$ cat src/rtl/seg7_pkg.sv
// Shared glyph constants and helpers for the seg7_scan_driver display block.
// Glyphs are abcdefg, active-low (0 = segment lit).
package seg7_pkg;

  localparam logic [6:0] SEG7_BLANK = 7'b1111111;
  localparam logic [6:0] SEG7_E     = 7'b0110000;
  localparam logic [6:0] SEG7_R     = 7'b1111010;
  localparam logic [6:0] SEG7_G     = 7'b0000100;
  localparam logic [6:0] SEG7_O     = 7'b1100010;
  localparam logic [6:0] SEG7_D     = 7'b1000010;

  function automatic logic [6:0] seg7_hex(input logic [3:0] nib);
    logic [6:0] g;
    case (nib)
      4'h0:    g = 7'b0000001;
      4'h1:    g = 7'b1001111;
      4'h2:    g = 7'b0010010;
      4'h3:    g = 7'b0000110;
      4'h4:    g = 7'b1001100;
      4'h5:    g = 7'b0100100;
      4'h6:    g = 7'b0100000;
      4'h7:    g = 7'b0001111;
      4'h8:    g = 7'b0000000;
      4'h9:    g = 7'b0000100;
      4'hA:    g = 7'b0001000;
      4'hB:    g = 7'b1100000;
      4'hC:    g = 7'b0110001;
      4'hD:    g = 7'b1000010;
      4'hE:    g = 7'b0110000;
      4'hF:    g = 7'b0111000;
      default: g = SEG7_BLANK;
    endcase
    return g;
  endfunction

  function automatic int seg7_div(input int clk_hz, input int digit_hz);
    return clk_hz / digit_hz;
  endfunction

endpackage

$ cat src/rtl/seg7_glyph_sel.sv
// Combinational glyph choice for one digit: Err / good status text take
// priority over the hex nibble; lzb blanks a leading-zero hex digit.
module seg7_glyph_sel
  import seg7_pkg::*;
#(
  parameter int NDIGITS = 4,
  parameter int IDXW    = 2
) (
  input  logic [3:0]      nibble,
  input  logic [IDXW-1:0] idx,
  input  logic            err_d,
  input  logic            good_d,
  input  logic            lzb,
  output logic [6:0]      glyph
);

  logic [IDXW-1:0] off_s;

  // Status text is laid out from the leftmost digit, so select on distance from it.
  always_comb begin
    off_s = IDXW'(NDIGITS - 1) - idx;
    glyph = SEG7_BLANK;
    if (err_d) begin
      case (off_s)
        IDXW'(0): glyph = SEG7_E;
        IDXW'(1): glyph = SEG7_R;
        IDXW'(2): glyph = SEG7_R;
        default:  glyph = SEG7_BLANK;
      endcase
    end else if (good_d) begin
      case (off_s)
        IDXW'(0): glyph = SEG7_G;
        IDXW'(1): glyph = SEG7_O;
        IDXW'(2): glyph = SEG7_O;
        IDXW'(3): glyph = SEG7_D;
        default:  glyph = SEG7_BLANK;
      endcase
    end else if (lzb) begin
      glyph = SEG7_BLANK;
    end else begin
      glyph = seg7_hex(nibble);
    end
  end

endmodule

$ cat src/rtl/seg7_scan_driver.sv
// Time-multiplexed common-anode 7-segment driver with frame-aligned updates.
// Define SEG7_LZB_EN to enable leading-zero blanking in hex mode.
module seg7_scan_driver
  import seg7_pkg::*;
#(
  parameter int NDIGITS  = 4,
  parameter int CLK_HZ   = 100_000_000,
  parameter int DIGIT_HZ = 4000
) (
  input  logic                   clk,
  input  logic                   reset,
  input  logic                   load,
  input  logic [4*NDIGITS-1:0]   value,
  input  logic                   err,
  input  logic                   good,
  output logic                   ready,
  output logic [6:0]             seg,
  output logic                   dp,
  output logic [NDIGITS-1:0]     an
);

  localparam int DIV  = seg7_div(CLK_HZ, DIGIT_HZ);
  localparam int PCW  = (DIV > 1) ? $clog2(DIV) : 1;
  localparam int IDXW = $clog2(NDIGITS);
  localparam logic [PCW-1:0]     PC_LAST  = PCW'(DIV - 1);
  localparam logic [IDXW-1:0]    IDX_LAST = IDXW'(NDIGITS - 1);
  localparam logic [NDIGITS-1:0] AN_ONE   = NDIGITS'(1);

  logic [PCW-1:0]       pc_r;
  logic [IDXW-1:0]      idx_r;
  logic [4*NDIGITS-1:0] val_p_r, val_d_r;
  logic                 err_p_r, good_p_r, err_d_r, good_d_r;
  logic                 ready_r;
  logic [6:0]           seg_r;
  logic                 dp_r;
  logic [NDIGITS-1:0]   an_r;

  logic                 tick_s, frame_s, lzb_s, hi_zero_s;
  logic [3:0]           nibble_s;
  logic [6:0]           glyph_s;

  assign tick_s  = (pc_r == PC_LAST);
  assign frame_s = tick_s && (idx_r == IDX_LAST);

  // Current digit's nibble and whether it and every higher nibble are zero.
  always_comb begin
    nibble_s  = 4'h0;
    hi_zero_s = 1'b1;
    for (int i = 0; i < NDIGITS; i++) begin
      if (IDXW'(i) == idx_r) nibble_s = val_d_r[4*i +: 4];
      else                   nibble_s = nibble_s;
      if (IDXW'(i) >= idx_r && val_d_r[4*i +: 4] != 4'h0) hi_zero_s = 1'b0;
      else                                                hi_zero_s = hi_zero_s;
    end
`ifdef SEG7_LZB_EN
    lzb_s = hi_zero_s && (idx_r != {IDXW{1'b0}});
`else
    lzb_s = 1'b0;
`endif
  end

  seg7_glyph_sel #(.NDIGITS(NDIGITS), .IDXW(IDXW)) u_glyph (
    .nibble (nibble_s),
    .idx    (idx_r),
    .err_d  (err_d_r),
    .good_d (good_d_r),
    .lzb    (lzb_s),
    .glyph  (glyph_s)
  );

  // Prescaler and digit index.
  always_ff @(posedge clk) begin
    if (reset) begin
      pc_r  <= {PCW{1'b0}};
      idx_r <= {IDXW{1'b0}};
    end else if (tick_s) begin
      pc_r  <= {PCW{1'b0}};
      idx_r <= (idx_r == IDX_LAST) ? {IDXW{1'b0}} : idx_r + 1'b1;
    end else begin
      pc_r  <= pc_r + 1'b1;
    end
  end

  // Load handshake; ready gates both paths so capture and commit never coincide.
  always_ff @(posedge clk) begin
    if (reset) begin
      ready_r  <= 1'b1;
      val_p_r  <= {(4*NDIGITS){1'b0}};
      err_p_r  <= 1'b0;
      good_p_r <= 1'b0;
      val_d_r  <= {(4*NDIGITS){1'b0}};
      err_d_r  <= 1'b0;
      good_d_r <= 1'b0;
    end else if (load && ready_r) begin
      val_p_r  <= value;
      err_p_r  <= err;
      good_p_r <= good;
      ready_r  <= 1'b0;
    end else if (frame_s && !ready_r) begin
      val_d_r  <= val_p_r;
      err_d_r  <= err_p_r;
      good_d_r <= good_p_r;
      ready_r  <= 1'b1;
    end else begin
      ready_r  <= ready_r;
    end
  end

  // Registered pin drivers.
  always_ff @(posedge clk) begin
    if (reset) begin
      seg_r <= SEG7_BLANK;
      an_r  <= {NDIGITS{1'b1}};
      dp_r  <= 1'b1;
    end else begin
      seg_r <= glyph_s;
      an_r  <= ~(AN_ONE << idx_r);
      dp_r  <= 1'b1;
    end
  end

  assign ready = ready_r;
  assign seg   = seg_r;
  assign dp    = dp_r;
  assign an    = an_r;

endmodule

$ cat config.mk
export PLATFORM = sky130hd
export DESIGN_NAME = seg7_scan_driver
export DESIGN_NICKNAME = d
export VERILOG_FILES = /design/src/rtl/seg7_pkg.sv /design/src/rtl/seg7_glyph_sel.sv /design/src/rtl/seg7_scan_driver.sv
export SDC_FILE = /design/constraint.sdc
export NUM_CORES = 1
export LEC_CHECK = 0
export BUFFER_PORTS_ARGS = -buffer_cell sky130_fd_sc_hd__buf_2
export CAP_MARGIN = 20
export CORE_MARGIN = 4
export CORE_UTILIZATION = 30
export DETAILED_ROUTE_END_ITERATION = 8
export HOLD_SLACK_MARGIN = 0.08
export PLACE_DENSITY = 0.5
export REMOVE_ABC_BUFFERS = 1
export SYNTH_ARGS = -nofsm -noshare
export SYNTH_HDL_FRONTEND = slang
export SYNTH_SLANG_ARGS = --single-unit
$ cat constraint.sdc
create_clock -name clk -period 2.3 [get_ports clk]
set_clock_uncertainty 0.05 [all_clocks]
set_input_delay 0.115 -clock clk [delete_from_list [all_inputs] [get_ports clk]]
set_output_delay 0.115 -clock clk [all_outputs]
set_load 0.05 [all_outputs]
# --- Word-level counts from Yosys, hierarchy flattened ---
# Memories as Yosys holds them, arrays and structs flattened.
# Cells that the tools add are included.
op_classes:
  addsub: 3
  n_mul: 0
  n_div: 0
  order_cmp: 0
  eq_ne: 8
  n_shift: 1
  muxes: 11
  bitwise_logic: 2
  n_reduce_logical: 10
op_table:
  columns: ["operator", "n"]
  rows:
  - ["7-bit case mux with 3 select lines", 1]
  - ["4-bit two-way mux", 4]
  - ["15-bit by 1-bit adder with 15-bit output (second input constant)", 1]
  - ["15-bit equality test (second input constant)", 1]
  - ["7-bit two-way mux", 2]
  - ["7-bit case mux with 2 select lines", 1]
  - ["2-bit equality test (second input constant)", 3]
  - ["2-bit equality test (first input constant)", 2]
  - ["2-bit logical NOT", 2]
  - ["4-bit inverter", 1]
  - ["2-bit OR reduction", 2]
  - ["1-bit by 2-bit << shifter with 4-bit output (first input constant)", 1]
  - ["1-bit logical AND", 3]
  - ["2-bit by 1-bit adder with 2-bit output (second input constant)", 1]
  - ["1-bit by 2-bit equality test with 1-bit output (first input constant)", 1]
  - ["2-bit by 1-bit equality test with 1-bit output (second input constant)", 1]
  - ["1-bit two-way mux", 2]
  - ["2-bit two-way mux", 1]
  - ["2-bit AND reduction", 1]
  - ["2-bit nonzero test", 1]
  - ["2-bit subtractor (first input constant)", 1]
  - ["1-bit logical NOT", 1]
  - ["1-bit inverter", 1]
word_totals:
  register_bits: 65
  latchBits: 0
  ram_bits: 0
  romBits: 112
  in_bits: 21
  output_inout_bits: 13
  n_memories: 1
mem_list:
  columns: ["memory", "words", "word_bits", "read_ports", "rd_clocked_by_memory_dff", "write_ports", "line_no", "text"]
  rows:
  - ["(name not given)", 16, 7, 1, 0, 0, "seg7_pkg.sv:14", "case (nib)"]

# --- Longest topological paths before layout ---
# An unclocked memory read counts as a cell.
logic_depth:
  depth_word: 8
  mapped_depth: 11
  mapped_depth_nobuf: 10

# --- By module ---
# A second synthesis with hierarchy kept.
unflattened:
  hier_cells: 340
  area_unflattened_um2: 2966.6
modules_own_cells:
  columns: ["module", "instances", "cells_each", "area_per_inst_um2", "seq_area_each_um2"]
  rows:
  - ["seg7_scan_driver", 1, 285, 2532.4, 1301.2]
  - ["seg7_glyph_sel", 1, 55, 434.2, 0.0]

# --- Worst setup path after synthesis ---
# OpenSTA, ideal clock, no wires.
synth_timing:
  path_kind: "register to register"
  startpoint: "register idx_r[0]"
  endpoint: "register seg_r[5] (netlist: seg[5])"
  setup_time_ps: 74
  t_arrival_ps: 2209
  path_slack_ps: -33
  stages_incl_launch_ff: 11
  path_buffers: 1
  synth_period_minus_slack_ps: 2333
  path_cell_list: "dfxtp_1 -> inv_1 -> ha_1 -> clkbuf_2 -> nor3b_1 -> a211oi_2 -> inv_1 -> ha_1 -> o21ai_1 -> mux2_4 -> a31oi_1"
synth_between:
  elab_chain_len: 8
  elab_cells_between_ends: 18
  classes_between: "add/sub: 1; eq/ne: 6; mux: 7; reduce/logical: 3; memory: 1"
synth_lines:
  columns: ["element", "line_no", "text"]
  rows:
  - ["start, declared", "seg7_scan_driver.sv:30", "logic [IDXW-1:0] idx_r;"]
  - ["start signal, assigned", "seg7_scan_driver.sv:75", "idx_r <= {IDXW{1'b0}};"]
  - ["start signal, assigned", "seg7_scan_driver.sv:78", "idx_r <= (idx_r == IDX_LAST) ? {IDXW{1'b0}} : idx_r + 1'b1;"]
  - ["2-bit logical NOT", "seg7_scan_driver.sv:50", "if (IDXW'(i) == idx_r) nibble_s = val_d_r[4*i +: 4];"]
  - ["4-bit two-way mux (4 in a row)", "seg7_scan_driver.sv:50", null]
  - ["memory 16 x 7 bit", null, null]
  - ["7-bit two-way mux *", "seg7_glyph_sel.sv:30", "end else if (good_d) begin"]
  - ["7-bit two-way mux *", "seg7_glyph_sel.sv:23", "if (err_d) begin"]
  - ["end signal, assigned", "seg7_scan_driver.sv:116", "seg_r <= glyph_s;"]
  - ["end, declared", "seg7_scan_driver.sv:34", "logic [6:0] seg_r;"]
# Mark *: on every way between the ends. The rest lies on a longest branch, timed or not. The select of a mux whose other input is x is not followed.
# A chain may end at the register's enable or synchronous reset.

# --- Worst setup path in the final report ---
layout_timing:
  startpoint: "register idx_r[0]"
  endpoint: "register seg_r[3] (netlist: seg[3])"
layout_between:
  elab_chain_len: 8
  elab_cells_between_ends: 17
  classes_between: "add/sub: 1; eq/ne: 5; mux: 7; reduce/logical: 3; memory: 1"
layout_lines:
  columns: ["element", "line_no"]
  rows:
  - ["2-bit logical NOT", "seg7_scan_driver.sv:50"]
  - ["4-bit two-way mux (4 in a row)", "seg7_scan_driver.sv:50"]
  - ["memory 16 x 7 bit", null]
  - ["7-bit two-way mux", "seg7_glyph_sel.sv:30"]
  - ["7-bit two-way mux *", "seg7_glyph_sel.sv:23"]
# Mark *: on every way between the ends. The rest lies on a longest branch, timed or not.

==> summary.txt <==
Outcome
  – Outcome: completed

Hold path
  – Worst min path class: in2reg
  – End of the worst hold path: val_d_r[12]
  – Hold depth: 2
  – Worst min-delay path startpoint: reset

Job
  – Max-cap violations: 0

Cells and area
  – Area Growth Syn to Fin: 27.85%
  – Most common cell after layout, fill and taps aside: dfxtp_1
  – Diodes inserted: 0
  – Layout cells sized above 1: 0.2188
  – Fin nets: around 410
  – Most frequent cells in the layout: 63 x dfxtp_1, 48 x nand2_1, 38 x nor2_1
  – Post-route cell area: 3745 um2
  – End-of-flow core utilization: 0.3996
  – Non-Filler Instances: 513

Timing
  – Fin crit period: 2162 ps
  – Rel. slew slack: 0.5344
  – Hold slack: 119.9 ps
  – Max Fclk: 462.6 MHz
  – Final Hold Fails: 0
  – Setup_tns: 0 ps
  – Final setup vio count: 0
  – Slew Limit Fails: 0
  – RSZ-0062 raised after global routing: no
  – Fin crit share: 0.9398
  – Least-Margin Pin Slew: 696.7 ps

Worst setup path
  – CP delay by family, top: adder cells
  – Critical path startpoint category: register
  – FF-to-FF Start: idx_r[0]
  – Critical path type: reg2reg
  – Critical path capture point type: register
  – Critical path required time: between 2000 and 2500 ps
  – Worst reg2reg setup slack: 140 ps
  – Reg-to-reg endpoint: seg[3]
  – Worst reg-to-reg path cell count: 11
  – Slowest library cell on the worst path: dfxtp_4
  – Crit Path Max Fanout: 7
  – CP peak stage delay: 390 ps
  – WP buf/inv: 3
  – Crit-path cells: inv_1 -> ha_2 -> a21oi_1 -> o21ai_0 -> a22oi_1 -> buf_4 -> inv_1 -> ha_1 -> mux2_2 -> nand3_1 -> nand3_1
  – Crit path DAT: 2330 ps

Floorplanning
  – Std cell rows: 35
  – Die Ht: 106.8 um
  – Initial Util: 0.3126
  – Core ar.: 9371 um2
  – Die W: 106.8 um
  – Boundary pin count: 34
  – DIE AREA: 11410 um2

Clock tree
  – Root Buffer: clkbuf_8
  – CTS tree: done
  – Num CTS Buffers: 9
  – Clk_lat worst skew: 340 ps
  – Clock transition at the registers of the reported paths: 70 ps
  – Clk buf depth: 2
  – H-tree depth: 3
  – Clock sink count: between 60 and 70

Synth
  – Async SR Flop Fraction: 0
  – Mean post-synth cell area: 9.068 um2
  – Post-Synthesis Cells: between 300 and 400
  – Synth Flop Type: dfxtp_1
  – Synthesized area: ~3000 um2
  – EDFF count, synth: 0
  – Post-synthesis sequential area ratio: 0.4443
  – Cell variety after synth: just over 50
  – Yosys warning total: 0
  – Synthesized flop and latch total: 65

Detailed routing
  – 1st-iter DRT viols: 143
  – Vias per cell: 4.480
  – Final ANT Viol Nets: 0
  – Drt pass-1 iters: 6
  – DRC Markers: 0
  – Detailed-route wire length: around 6.3 mm
  – WL/cell: around 12 um
  – DR vias: 2298

Pwr
  – Power Density: 667.2 nW/um2
  – Max VDD drop: 0.3190 mV
  – Lkg Pwr: around 1.5 nW

GRT
  – GRT Overall Usage: 0.1175
  – First-pass GRT wire length: roughly 11 mm
  – Initial antenna violation count: 0
  – GRT overflow: 0
  – Largest net degree at the start of global routing: 34
  – Number of global-route vias before repair: 2203

Placement
  – Cells after DPL: approximately 480
  – I/O Buffers: 32
  – Post-placement cell area: around 3300 um2
  – GP Congestion: 0.8647
  – Post-DP HPWL: 4.285 mm
## metrics by stage
stage               power (mW)  setup WS [ps]
finish                   2.498          138.4
detailed placement       1.329          18.44
global placement         1.328          52.16
CTS                      2.540          8.680
floorplan                1.272         -199.6
global route             2.602          4.163
## layer usage
metal	vias up	GRT usage	share of wire
met5	-	0	0
met4	0	0.04384	0.013
met3	6	0.03191	0.039
met2	39	0.1826	0.46
met1	1044	0.1556	0.49
li1	1209	-	-
## cell usage after synthesis, types with 2 or more instances
| library cell | n | area share |
|---|---|---|
| dfxtp_1 | 65 | 0.44 |
| mux2i_1 | 20 | 0.068 |
| a211oi_2 | 3 | 0.013 |
| ha_1 | 14 | 0.060 |
| and3_1 | 4 | 0.0085 |
| buf_4 | 4 | 0.010 |
| o21ai_1 | 2 | 0.0034 |
| nor3_1 | 2 | 0.0034 |
| a21oi_1 | 27 | 0.046 |
| mux2_2 | 2 | 0.0077 |
| nor2b_1 | 3 | 0.0064 |
| nand2_1 | 48 | 0.062 |
| o21ai_0 | 6 | 0.010 |
| a211oi_1 | 3 | 0.0077 |
| inv_1 | 9 | 0.012 |
| nand2b_1 | 9 | 0.019 |
| clkbuf_1 | 9 | 0.012 |
| nand3b_1 | 3 | 0.0077 |
| xor2_1 | 8 | 0.024 |
| nand3_1 | 8 | 0.014 |
| o221a_2 | 2 | 0.0077 |
| nor2_1 | 38 | 0.049 |
| or3_1 | 3 | 0.0064 |
| nor3b_1 | 3 | 0.0077 |
| xnor2_1 | 2 | 0.0060 |
## area by class of cell
type | count | area, um2
Clock buffer | 9 | 123.9
Fill cell | 996 | 5627
Inverter | 9 | 33.78
Multi-Input combinational cell | 232 | 1543
Tap cell | 129 | 161.4
Clock inverter | 7 | 118.9
Sequential cell | 65 | 1306
Timing Repair Buffer | 62 | 457.9
## sequential cells by signal, indices dropped and copies added, names as in the netlist
signal	flops
seg	7
an	4
pc_r	15
err_p_r	1
ready	1
good_p_r	1
err_d_r	1
idx_r	2
val_p_r	16
val_d_r	16
good_d_r	1
## cells by family after synthesis
group	after synthesis	synth area share
adder cells (fa/ha/maj)	14	0.05980
multiplexers	23	0.08116
flip-flops	65	0.4443
buffers and inverters	26	0.04741
other	1	0.001280
AO/OA/AOI/OAI	52	0.1132
XOR/XNOR	10	0.02990
AND/OR/NAND/NOR	132	0.2230
## what timing repair did
item / 4_1_cts / 5_1_grt
cloned: 0 / 0
pin swaps: 0 / 1
endpoints found under the setup margin: 1 / 6
hold buffers: 19 / 0
buffers inserted: 0 / 1
endpoints found under the hold margin: 19 / 0
resized for setup: 1 / 14
## report_power, final
part           switching, mW  internal (mW)  total (mW)
Clock                  0.455          0.720        1.17
Combinational         0.0928         0.0612       0.154
Sequential            0.0159           1.15        1.17
Total                  0.564           1.93        2.50
## worst max-delay path by stage
stage / cells past startpoint / slack, ps / startpoint / endpoint
2_1_floorplan: 6 / -200 / pc_r[0] / err_d_r
3_3_place_gp: 9 / 50 / idx_r[1] / seg[5]
3_5_place_dp: 9 / 20 / idx_r[0] / seg[6]
4_1_cts: 9 / 9 / idx_r[0] / seg[6]
5_1_grt: 9 / 4 / idx_r[1] / seg[2]
6_report: 11 / 140 / idx_r[0] / seg[3]
Note: power is estimated with default switching activity, not from simulation.
